[src/rtl/load_store_unit.sv]
// load_store_unit: single-outstanding LSU bridging the EX/MEM stage to a word-wide req/ack memory port
module load_store_unit (
    input  logic        clk,
    input  logic        rst,
    input  logic        req_valid_i,
    input  logic        is_load_i,
    input  logic        is_store_i,
    input  logic [2:0]  funct3_i,
    input  logic [31:0] addr_i,
    input  logic [31:0] wdata_i,
    output logic        stall_o,
    output logic [31:0] load_data_o,
    output logic        load_valid_o,
    output logic        error_o,
    output logic        mem_req_o,
    output logic        mem_we_o,
    output logic [31:0] mem_addr_o,
    output logic [3:0]  mem_wstrb_o,
    output logic [31:0] mem_wdata_o,
    input  logic        mem_ack_i,
    input  logic [31:0] mem_rdata_i
);
    typedef enum logic [1:0] {IDLE, WAIT, DONE} state_t;
    state_t state, state_n;
    logic [2:0] f3_q;
    logic [1:0] off_q;
    logic [1:0] sz;
    logic ld_ok, st_ok, mis, legal, idle, accept, bad;
    logic [3:0] strb;
    logic [7:0] b;
    logic [15:0] h;
    logic [31:0] ext;
    assign sz = funct3_i[1:0];
    assign idle = state == IDLE;
    assign ld_ok = (sz != 2'b11) & ~(funct3_i[2] & funct3_i[1]);
    assign st_ok = ~funct3_i[2] & (sz != 2'b11);
    assign mis = ((sz == 2'b01) & addr_i[0]) | ((sz == 2'b10) & |addr_i[1:0]);
    assign legal = is_load_i ? ld_ok : st_ok;
    assign accept = idle & req_valid_i & (is_load_i ^ is_store_i) & legal & ~mis;
    assign bad = idle & req_valid_i & (is_load_i | is_store_i) & ~accept;
    assign stall_o = accept | (state == WAIT);
    assign mem_req_o = state == WAIT;
    assign load_valid_o = (state == DONE) & ~mem_we_o;
    assign strb = (sz == 2'b00) ? 4'b0001 : (sz == 2'b01) ? 4'b0011 : 4'b1111;
    assign b = mem_rdata_i[{off_q, 3'b000} +: 8];
    assign h = mem_rdata_i[{off_q[1], 4'b0000} +: 16];
    assign ext = (f3_q[1:0] == 2'b00) ? {{24{~f3_q[2] & b[7]}}, b} :
                 (f3_q[1:0] == 2'b01) ? {{16{~f3_q[2] & h[15]}}, h} : mem_rdata_i;
    always_comb begin
        state_n = state;
        state_n = idle ? (accept ? WAIT : IDLE) :
                  (state == WAIT) ? (mem_ack_i ? DONE : WAIT) : IDLE;
    end
    always_ff @(posedge clk) begin
        if (rst) begin
            state       <= IDLE;
            error_o     <= 1'b0;
            mem_we_o    <= 1'b0;
            mem_addr_o  <= '0;
            mem_wstrb_o <= '0;
            mem_wdata_o <= '0;
            f3_q        <= '0;
            off_q       <= '0;
            load_data_o <= '0;
        end else begin
            state   <= state_n;
            error_o <= bad;
            if (accept) begin
                mem_addr_o  <= {addr_i[31:2], 2'b00};
                mem_we_o    <= is_store_i;
                mem_wstrb_o <= is_store_i ? strb << addr_i[1:0] : 4'b0000;
                mem_wdata_o <= (sz == 2'b00) ? {4{wdata_i[7:0]}} :
                               (sz == 2'b01) ? {2{wdata_i[15:0]}} : wdata_i;
                f3_q        <= funct3_i;
                off_q       <= addr_i[1:0];
            end
            if ((state == WAIT) && mem_ack_i && !mem_we_o)
                load_data_o <= ext;
        end
    end
endmodule

[config.mk]
export PLATFORM = sky130hd
export DESIGN_NAME = load_store_unit
export DESIGN_NICKNAME = d
export VERILOG_FILES = /design/src/rtl/load_store_unit.sv
export SDC_FILE = /design/constraint.sdc
export NUM_CORES = 1
export LEC_CHECK = 0
export BUFFER_PORTS_ARGS = -buffer_cell sky130_fd_sc_hd__buf_2
export CORE_MARGIN = 2
export CORE_UTILIZATION = 48
export CTS_CLUSTER_DIAMETER = 80
export DETAILED_ROUTE_END_ITERATION = 6
export HOLD_SLACK_MARGIN = 0.02
export PLACE_DENSITY_LB_ADDON = 0.2
export SETUP_SLACK_MARGIN = 0.05
export SLEW_MARGIN = 20
export SYNTH_ARGS = -nofsm -noshare
export SYNTH_HDL_FRONTEND = slang
export SYNTH_SLANG_ARGS = --single-unit
[constraint.sdc]
create_clock -name clk -period 3.04 [get_ports clk]
set_input_delay 0.912 -clock clk [delete_from_list [all_inputs] [get_ports clk]]
set_output_delay 0.912 -clock clk [all_outputs]
set_load 0.01 [all_outputs]
# ---- Word level (Yosys, flattened, before mapping)
# Index checks and enable logic that the tools add are counted.
dict set report classes {
  n_eq_ne 6
  shifts 3
  n_mux 12
  bitwise 24
  reduce_logical 7
}
# cell n
set op_table {}
lappend op_table {{$mux W32} 4}
lappend op_table {{$shiftx A32 B6 Y16} 1}
lappend op_table {{$shiftx A32 B6 Y8} 1}
lappend op_table {{$and A1 B1 Y1} 14}
lappend op_table {{$mux W4} 3}
lappend op_table {{$eq A2 B1 Y1 const B} 3}
lappend op_table {{$logic_not A2 Y1} 3}
lappend op_table {{$mux W2} 3}
lappend op_table {{$not A1 Y1} 6}
lappend op_table {{$eq A2 B2 Y1 const B} 2}
lappend op_table {{$shl A4 B2 Y4} 1}
lappend op_table {{$or A1 B1 Y1} 3}
lappend op_table {{$logic_and A1 B1 Y1} 2}
lappend op_table {{$mux W1} 2}
lappend op_table {{$ne A2 B2 Y1 const B} 1}
lappend op_table {{$reduce_or A2 Y1} 1}
lappend op_table {{$logic_not A1 Y1} 1}
lappend op_table {{$xor A1 B1 Y1} 1}
dict set report word_totals {
  ff_bits 107
  inputBits 105
  out_inout_bits 105
  word_cells 61
}

# ---- Depth between registers and ports, before layout
# Gate-level depths: netlist of the first run.
dict set report logic_depth {
  ltp_word 8
  depth_mapped 8
  mapped_depth_nobuf 6
}

# ---- Least setup slack after synthesis of the first run
# OpenSTA, ideal clock, no wires.
dict set report synth_timing {
  path_type {input port to output port}
  start {input funct3_i[0]}
  end {output stall_o}
  arrival_ps 2067
  setup_slack_ps 61
  path_stages 6
  path_buffers 2
  cell_sequence {clkbuf_1 -> o21a_1 -> o22ai_1 -> clkbuf_1 -> nand2_1 -> nand2_1}
}
dict set report synth_via {
  elab_chain_cells 6
  elab_cells_between_ends 13
  cone_classes {3 x eq/ne; 1 x mux; 9 x bitwise}
}
# element line
set synth_lines {}
lappend synth_lines {{start, declared} 8} ;# input logic [2:0] funct3_i,
lappend synth_lines {{$ne A2 B2 Y1 (tied with other cells)} {35, 36}}
lappend synth_lines {{$and A1 B1 Y1 (on tied branches)} {36, 35, 37}}
lappend synth_lines {{$mux W1 or $or A1 B1 Y1 (tied branches)} {38, 37}}
lappend synth_lines {{$and A1 B1 Y1 or $not A1 Y1 (tied branches)} 39} ;# assign accept = idle & req_valid_i & (is_load_i ^ is_store_i) & legal & ~mis;
lappend synth_lines {{$and A1 B1 Y1 *} 39}
lappend synth_lines {{$or A1 B1 Y1 *} 41} ;# assign stall_o = accept | (state == WAIT);
lappend synth_lines {{end, declared} 11} ;# output logic stall_o,
# Mark *: on every way between the ends. The rest lies on a longest branch, timed or not.

# ---- Worst setup path after layout of the first run
dict set report layout_timing {
  start {input req_valid_i}
  end {output stall_o}
}
dict set report layout_via {
  elab_chain_cells 5
}
# element line
set layout_lines {}
lappend layout_lines {{start, declared} 5} ;# input logic req_valid_i,
lappend layout_lines {{$and A1 B1 Y1 (4 in series)} 39}
lappend layout_lines {{$or A1 B1 Y1} 41}
# Every way passes these cells.

==> run_results.csv, run 1 <==
group,metric,value,unit
timing,setup_tns,0,ps
worst_setup_path,startpoint_type,"primary input",
timing,hold_viol_final,0,
outcome,status,"completed",
floorplanning,dieHeight,105.7,µm
cts,cts_tree,"done",
global_routing,grt_max_degree,71,
placement,hpwlAfterDp,10.72,mm
synth,synth-edff-count,0,
floorplanning,dieArea,11170,µm²
floorplanning,ios,210,
cts,clock_latency,370,ps
timing,fmax,0.3501,GHz
worst_setup_path,crit_path_end_kind,"output port",
synth,synthFlopType,"dfxtp_1",
route,vias_per_cell,5.706,
route,routed_wl,14.86,mm
placement,place_inst,896,
synth,syn_area,4965,µm²
cells_and_area,syn_to_final_growth,25.30,%
floorplanning,die_w,105.7,µm
route,dr.pass1.iters,5,
global_routing,first_global_vias,4682,
synth,synth.top_cell.area_share,43.15,%
cells_and_area,final_area,6221,µm²
cts,post_cts_buffers,0,
floorplanning,core_area,10180,µm²
synth,synth_top_area_cell,"dfxtp_1",
global_routing,grt_pass1_wl,23.11,mm
power,p_total,2.715,mW
placement,gp_congestion,0.9475,
cts,cts.sinks,107,
timing,finalCritPeriodShare,93.95,%
cts,htree_levels,3,
synth,ys_seq_area_share,43.15,%
timing,finalSetupViolCount,0,
worst_setup_path,cp_max_fo,3,
timing,finalHoldWorstSlack,458.1,ps
synth,yosys.area_share.simple,13.53,%
cells_and_area,utilization,61.08,%
run,maxCapViolCount,0,
timing,max_slew_margin,43.56,%
synth,synth_compound_area_share,30.37,%
placement,dp_slack,198.3,ps
power,leakage,2.545,nW
global_routing,grt_usage,25.38,%
global_routing,antenna_found_initial,0,
cts,hold_buffers,0,
hold_path,min_path_type,"reg -> reg",
cts,clkSlewWorstSetupHoldPaths,90,ps
route,ant_nets,0,
synth,async_flop_share,0,%
cells_and_area,drive_gt1_share,31.31,%
worst_setup_path,crit_type,"in -> out",
power,vdd.ir_drop.worst,0.2528,mV
synth,synthMuxAreaShare,6.956,%
route,drc,0,
synth,avgSynthCellArea,8.261,µm²
synth,synth_top_family_by_area,"compound AO/OA/AOI/OAI gates",
synth,synthCells,601,
route,wl_per_cell,16.28,µm
cts,root_buffer,"clkbuf_8",
global_routing,overflow,0,
floorplanning,start_util,48.75,%
cells_and_area,layout_commonest_cell,"buf_2",
route,num_vias,5210,
route,drtIter0Drc,299,
placement,placed_area,6057,µm²
synth,ys_top_cells_by_area,"dfxtp_1 (43%), a21oi_1 (8.4%), o21ai_0 (7.4%), mux2i_1 (6.0%), nand3_1 (5.2%)",
timing,slew_viol_final,0,
cells_and_area,instances_no_fill,913,
synth,synth_xor_area_share,0,%
cells_and_area,mostFrequentLayoutCells,"buf_2 (206), dfxtp_1 (107), a21oi_1 (83)",
synth,synthAdderAreaFrac,0.2520,%
synth,synth_cell_types,38,
worst_setup_path,regToRegSetupSlack,900,ps
timing,rsz0062_at_grt,"no",
synth,ys_seq_elements,107,
timing,period_minus_slack,2856,ps
worst_setup_path,crit_required,2130,ps
cells_and_area,finalNetCount,877,
timing,setup_ws,183.8,ps
timing,tightest_slew,844.7,ps
cts,numCtsBuffers,9,
placement,portBuffers,207,
synth,synth_warnings,0,
cts,ctsResizeCount,0,
worst_setup_path,crit_arrival,1940,ps
floorplanning,rows,37,
power,p_per_area,436.4,nW/µm²
cts,cts_buffer_depth,2,
timing,fin_skew,7.772,ps
## cells in the mapped netlist, types with 8 or more instances
library cell / number
nand2_1: 44
mux2i_1: 30
dfxtp_1: 107
clkbuf_1: 51
a311oi_1: 8
o2111ai_1: 9
a211oi_1: 33
a22oi_1: 15
nand3_1: 52
buf_2: 9
a21oi_1: 83
o21ai_0: 73
nor2_1: 29
## power by group
part	internal, mW	switching, mW
Clock	0.300	0.475
Combinational	0.182	0.286
Sequential	1.45	0.0259
## flip-flops by register name (all words and copies together), names as in the netlist
name,cells
mem_wstrb_o,4
mem_wdata_o,32
mem_we_o,1
mem_addr_o,30
off_q,2
load_data_o,32
error_o,1
f3_q,3
state,2
## critical path: stages
cell,delay [ps]
buf_2,70
or3b_4,400
a211oi_4,230
nand2_1,130
nand2_1,80
buf_2,130
## path summary, 6_finish.rpt
check / from / depth (start not counted) / to
max: req_valid_i / 6 / stall_o
min: load_data_o[1] / 2 / load_data_o[1]
max reg2reg: state[0] / 5 / mem_wdata_o[15]
min reg2reg: load_data_o[1] / 2 / load_data_o[1]
## kinds of logic (layout without fill, tap and decap cells)
family          count (synthesis)  count (layout)
other cells                     1               3
mux                            32              32
fa+ha+maj                       1               1
simple gates                  145             145
buf+inv                        70             244
flops                         107             107
compound gates                245             245
## layer usage
metal  wire length, µm  GRT usage [%]  part of all wire, %  vias to the layer above
li1                  -              -                    -                     2547
met4               412          10.43                  2.8                        0
met2              6946          39.35                   47                      204
met1              6464          34.52                   43                     2422
met3              1038          5.195                  7.0                       37
met5                 0              0                    0                        -
## final cells by class
type | instances | area, µm²
Sequential cell | 107 | 2142
Antenna cell | 1 | 2.502
Tap cell | 136 | 170.2
Timing Repair Buffer | 222 | 1151
Inverter | 6 | 22.52
Clock buffer | 12 | 135.1
Fill cell | 973 | 3964
Clock inverter | 4 | 26.28
Multi-Input combinational cell | 425 | 2571
No activity file was read; power rests on OpenSTA's default activity.
==> inputs of run 2 (changes only) <==
Settings changed: PLACE_DENSITY set to 0.91, PLACE_DENSITY_LB_ADDON 0.2 to unset.
Clock period 3.04 ns to 3 ns, I/O delays scaled along.
==> run_results.csv, run 2 (synthesized netlist as in run 1, its figures left out) <==
group,metric,value,unit
global_routing,use_met1,33.39,%
cells_and_area,reg_top3,"load_data_o (32), mem_wdata_o (32), mem_addr_o (30)",
cts,clkSlewWorstSetupHoldPaths,80,ps
global_routing,grt_usage,25.27,%
global_routing,grt.busiest_layer,"met2",
cells_and_area,layout_commonest_cell,"buf_2",
timing,finalHoldWorstSlack,456.9,ps
timing,slew_viol_final,0,
worst_setup_path,worstSetupStartpoint,"is_store_i",
timing,period_minus_slack,2786,ps
timing,setup_ws,213.9,ps
power,vdd.ir_drop.worst,0.2875,mV
outcome,status,"completed",
route,dr.pass1.iters,5,
cts,cts_buffer_depth,2,
route,routed_wl,14.71,mm
global_routing,antenna_found_initial,0,
placement,dp_slack,216.2,ps
worst_setup_path,r2r_start,"state[0]",
worst_setup_path,crit_path_end_kind,"output port",
placement,place_inst,896,
cts,post_cts_buffers,0,
worst_setup_path,r2r_end,"mem_wdata_o[12]",
cells_and_area,fillers,917,
floorplanning,die_w,105.7,µm
worst_setup_path,critPathCapture,"stall_o",
placement,portBuffers,207,
cells_and_area,syn_to_final_growth,26.34,%
cts,hold_buffers,0,
power,p_per_area,459.7,nW/µm²
hold_path,min_path_type,"reg -> reg",
route,ant_nets,0,
route,wl_per_cell,16.15,µm
cells_and_area,finalNetCount,877,
placement,gp_congestion,0.9380,
cts,htree_levels,3,
worst_setup_path,cp_max_fo,4,
worst_setup_path,crit_type,"in -> out",
worst_setup_path,crit_required,2100,ps
cts,root_buffer,"clkbuf_8",
power,p_switching,800.4,µW
power,p_int,2.083,mW
timing,tightest_slew,846.1,ps
global_routing,use_met3,5.690,%
floorplanning,ios,210,
timing,fmax,0.3589,GHz
worst_setup_path,regToRegSetupSlack,850,ps
power,comb_power_share,16.3,%
timing,finalCritPeriodShare,92.87,%
timing,max_slew_margin,43.59,%
timing,fin_skew,16.62,ps
timing,setup_tns,0,ps
worst_setup_path,startpoint_type,"primary input",
worst_setup_path,crit_arrival,1890,ps
power,clkPwrFrac,31.8,%
floorplanning,dieHeight,105.7,µm
cts,cts_tree,"done",
cts,numCtsBuffers,9,
global_routing,first_global_vias,4705,
global_routing,overflow,0,
floorplanning,start_util,48.75,%
power,p_total,2.883,mW
placement,hpwlAfterDp,10.51,mm
cts,cts.sinks,107,
cells_and_area,mostFrequentLayoutCells,"buf_2 (206), dfxtp_1 (107), a21oi_1 (83)",
floorplanning,core_area,10180,µm²
floorplanning,rows,37,
route,vias_per_cell,5.772,
cts,ctsResizeCount,0,
power,leakage,2.568,nW
cells_and_area,instances_no_fill,911,
timing,finalSetupViolCount,0,
timing,rsz0062_at_grt,"no",
run,maxCapViolCount,0,
power,swShare,27.76,%
cells_and_area,drive_gt1_share,31.61,%
power,p_seq_share,51.8,%
cells_and_area,n_antenna_cell,0,
global_routing,use_met2,40.69,%
route,drc,0,
timing,hold_viol_final,0,
global_routing,grt_pass1_wl,23.20,mm
cts,clock_latency,360,ps
worst_setup_path,reg2reg_depth,5,
route,num_vias,5258,
global_routing,grt_max_degree,81,
floorplanning,dieArea,11170,µm²
route,drtIter0Drc,422,
==> run 2: changes by cell type in the layout (fill, tap and decap cells not counted), sizes merged <==
cell,previous run,this run
clkinv,2,0
bufinv,0,1
diode,1,0
==> run 2: area by class of cell <==
class	count	area (µm²)	area share (%)
Clock buffer	12	155.1	2.474
Clock inverter	3	46.29	0.7381
Inverter	6	22.52	0.3591
Multi-Input combinational cell	425	2572	41.01
Sequential cell	107	2142	34.15
Tap cell	136	170.2	2.713
Timing Repair Buffer	222	1164	18.55
==> run 2: how the worst min path moves through the flow <==
stage / start / end / slack (ps) / depth (start not counted)
floorplan: f3_q[2] / f3_q[2] / 470 / 2
global placement: load_data_o[0] / load_data_o[0] / 440 / 2
detailed placement: load_data_o[3] / load_data_o[3] / 450 / 2
CTS: load_data_o[3] / load_data_o[3] / 460 / 2
global route: load_data_o[3] / load_data_o[3] / 480 / 2
finish: load_data_o[2] / load_data_o[2] / 460 / 2
==> run 2: routing by layer <==
layer  share of wire [%]  wire (µm)
met2                  48       7085
met3                 7.8       1150
met5                   0          0
met4                 2.6        376
met1                  41       6100
==> run 2: power by group through the flow <==
stage          registers, mW  clock network [mW]  logic [mW]
6_report                1.49               0.918       0.471
5_1_grt                 1.50               0.992       0.515
4_1_cts                 1.49               0.940       0.469
3_5_place_dp            1.53                   0       0.468
3_3_place_gp            1.52                   0       0.460
2_1_floorplan           1.54                   0       0.253
==> run 2: critical path: stages <==
cell,delay (ps)
buf_2,120
inv_1,70
ha_1,270
inv_1,70
a211oi_4,170
nand2_1,90
nand2_1,60
buf_2,120
==> run 2: stage by stage <==
| step | instance area (µm²) | util (%) |
|---|---|---|
| floorplan | 4975 | - |
| global placement | 6071 | 59.61 |
| detailed placement | 6071 | 59.61 |
| CTS | 6272 | 61.58 |
| global route | 6272 | 61.58 |
| finish | 6272 | 61.58 |
==> inputs of run 3 (changes only) <==
Settings changed: ABC_AREA set to 1, CELL_PAD_IN_SITES_DETAIL_PLACEMENT set to 0, CELL_PAD_IN_SITES_GLOBAL_PLACEMENT set to 2, CORE_UTILIZATION 48 to 25, PLACE_DENSITY 0.91 to 0.92.
==> run_results.csv, run 3 <==
group,metric,value,unit
synth,synthFlopType,"dfxtp_1",
synth,netlist_top_cells_count,"nand2_1 (218), nor2_1 (168), nand3_1 (122), dfxtp_1 (107), inv_1 (102)",
worst_setup_path,r2r_start,"f3_q[1]",
worst_setup_path,startpoint_type,"primary input",
synth,synthCells,924,
global_routing,antenna_found_initial,1,
timing,finalSetupViolCount,0,
run,maxCapViolCount,0,
synth,ys_seq_elements,107,
cts,cts.sinks,107,
global_routing,grt_pass1_wl,30.17,mm
route,drtIter0Drc,289,
worst_setup_path,reg2reg_depth,5,
synth,ys_seq_area_share,37.83,%
cells_and_area,utilization,32.23,%
floorplanning,ios,210,
cells_and_area,drive_gt1_share,23.01,%
cells_and_area,reg_top3,"load_data_o (32), mem_wdata_o (32), mem_addr_o (30)",
hold_path,min_path_type,"reg -> reg",
timing,max_slew_margin,50.35,%
floorplanning,die_w,154.5,µm
cells_and_area,final_area,7229,µm²
worst_setup_path,cp_max_fo,2,
route,vias_per_cell,4.438,
floorplanning,start_util,25.24,%
route,num_vias,6129,
hold_path,holdPathStages,2,
cells_and_area,finalNetCount,1196,
timing,slew_viol_final,0,
synth,syn_area,5663,µm²
placement,placed_area,6877,µm²
global_routing,grt_usage,15.69,%
synth,synth_top_area_cell,"dfxtp_1",
timing,fmax,0.3512,GHz
cts,clkSlewWorstSetupHoldPaths,70,ps
route,wl_per_cell,13.88,µm
global_routing,overflow,0,
timing,fin_skew,6.974,ps
cts,ctsResizeCount,0,
power,vdd.ir_drop.worst,0.2403,mV
power,leakage,3.892,nW
cts,clock_latency,350,ps
cts,numCtsBuffers,9,
synth,synth_warnings,0,
power,p_seq_share,42.8,%
synth,avgSynthCellArea,6.129,µm²
cts,cts_buffer_depth,2,
floorplanning,rows,55,
synth,synth.top_cell.area_share,37.83,%
worst_setup_path,regToRegSetupSlack,1030,ps
timing,setup_tns,0,ps
cells_and_area,syn_to_final_growth,27.66,%
timing,rsz0062_at_grt,"no",
cells_and_area,fillers,2605,
worst_setup_path,crit_type,"in -> out",
power,p_per_area,490.3,nW/µm²
cts,post_cts_buffers,0,
cts,cts_tree,"done",
synth,ys_top_cells_by_area,"dfxtp_1 (38%), nand2_1 (14%), nor2_1 (11%), nand3_1 (11%), a21oi_1 (7.6%)",
placement,portBuffers,207,
route,drc,0,
power,p_total,3.544,mW
power,comb_power_share,17.1,%
route,dr.pass1.iters,5,
route,routed_wl,19.16,mm
timing,hold_viol_final,0,
cells_and_area,mostFrequentLayoutCells,"nand2_1 (218), buf_2 (207), nor2_1 (168)",
synth,async_flop_share,0,%
global_routing,first_global_vias,5652,
global_routing,grt_max_degree,139,
floorplanning,dieArea,23870,µm²
timing,finalCritPeriodShare,94.90,%
worst_setup_path,crit_path_end_kind,"output port",
floorplanning,core_area,22430,µm²
power,p_int,2.547,mW
timing,period_minus_slack,2847,ps
worst_setup_path,r2r_end,"load_data_o[9]",
floorplanning,dieHeight,154.5,µm
cts,root_buffer,"clkbuf_16",
hold_path,hold_end,"mem_wstrb_o[2]",
route,ant_nets,0,
cts,htree_levels,3,
synth,synth-edff-count,0,
placement,hpwlAfterDp,13.26,mm
outcome,status,"completed",
synth,yosysMostFrequentCell,"nand2_1",
power,swShare,28.14,%
timing,tightest_slew,743.8,ps
power,clkPwrFrac,40.1,%
worst_setup_path,crit_required,2100,ps
synth,synth_cell_types,26,
cts,hold_buffers,0,
worst_setup_path,crit_arrival,1950,ps
cells_and_area,layout_commonest_cell,"nand2_1",
power,p_switching,997.3,µW
placement,gp_congestion,0.8115,
hold_path,hold_start,"mem_wstrb_o[2]",
## run 3: cell count changes in the layout (fill, tap and decap cells not counted), sizes merged, moves of 8 or more
cell,delta
o2111ai,-9
o21ai,-54
nand2,+175
o211ai,+8
a22oi,-15
a211oi,-34
a311oi,-8
inv,+108
nor2,+143
mux2i,-30
nand3,+70
## run 3: worst max-delay path by stage
stage	start	cells past startpoint	endpoint	slack, ps
floorplan	is_load_i	7	stall_o	240
global placement	is_store_i	8	stall_o	150
detailed placement	is_store_i	8	stall_o	130
CTS	is_store_i	8	stall_o	120
global route	is_load_i	8	stall_o	50
finish	is_store_i	8	stall_o	150
## run 3: metal layers
layer | global-route usage, % | vias up | wire length (µm)
li1 | - | 3210 | -
met1 | 20.04 | 2708 | 8815
met2 | 25.17 | 196 | 8392
met3 | 5.212 | 15 | 1710
met4 | 4.718 | 0 | 243
met5 | 0 | - | 0
## run 3: critical path, cell delays in order
cell,delay [ps]
buf_2,90
inv_1,40
ha_1,270
nand4_1,150
nor2_4,150
nand2_1,100
nand2_1,70
buf_2,160
## run 3: layout make-up
cell class / instances / area (µm²) / area share, %
multi-input combinational: 640 / 2790 / 38.59
sequential: 107 / 2142 / 29.63
timing repair buffer: 219 / 1164 / 16.10
inverter: 113 / 424.2 / 5.867
tap: 285 / 356.6 / 4.933
clock buffer: 11 / 242.7 / 3.358
clock inverter: 5 / 107.6 / 1.488
antenna: 1 / 2.502 / 0.03461
## run 3: metrics by stage
step | setup WS, ps | instances | hold WS [ps]
2_1_floorplan | 240.8 | 925 | 474.1
3_3_place_gp | 154.2 | 1364 | 455.3
3_5_place_dp | 133.5 | 1364 | 460.2
4_1_cts | 117.5 | 1380 | 472.8
5_1_grt | 51.17 | 1380 | 496.5
6_report | 152.9 | 1381 | 469.1
## run 3: cell families after synthesis
kind of cell	Yosys count	synth area share, %
other cells	1	0.06622
flops	107	37.83
fa+ha+maj	1	0.2209
compound gates	113	10.41
buf+inv	178	13.19
simple gates	524	38.29
## run 3: power by group through the flow
stage | clock (mW) | combinational [mW] | sequential (mW)
floorplan | 0 | 0.357 | 1.57
CTS | 1.47 | 0.614 | 1.52
global placement | 0 | 0.614 | 1.55
global route | 1.51 | 0.691 | 1.52
finish | 1.42 | 0.607 | 1.52
detailed placement | 0 | 0.613 | 1.55
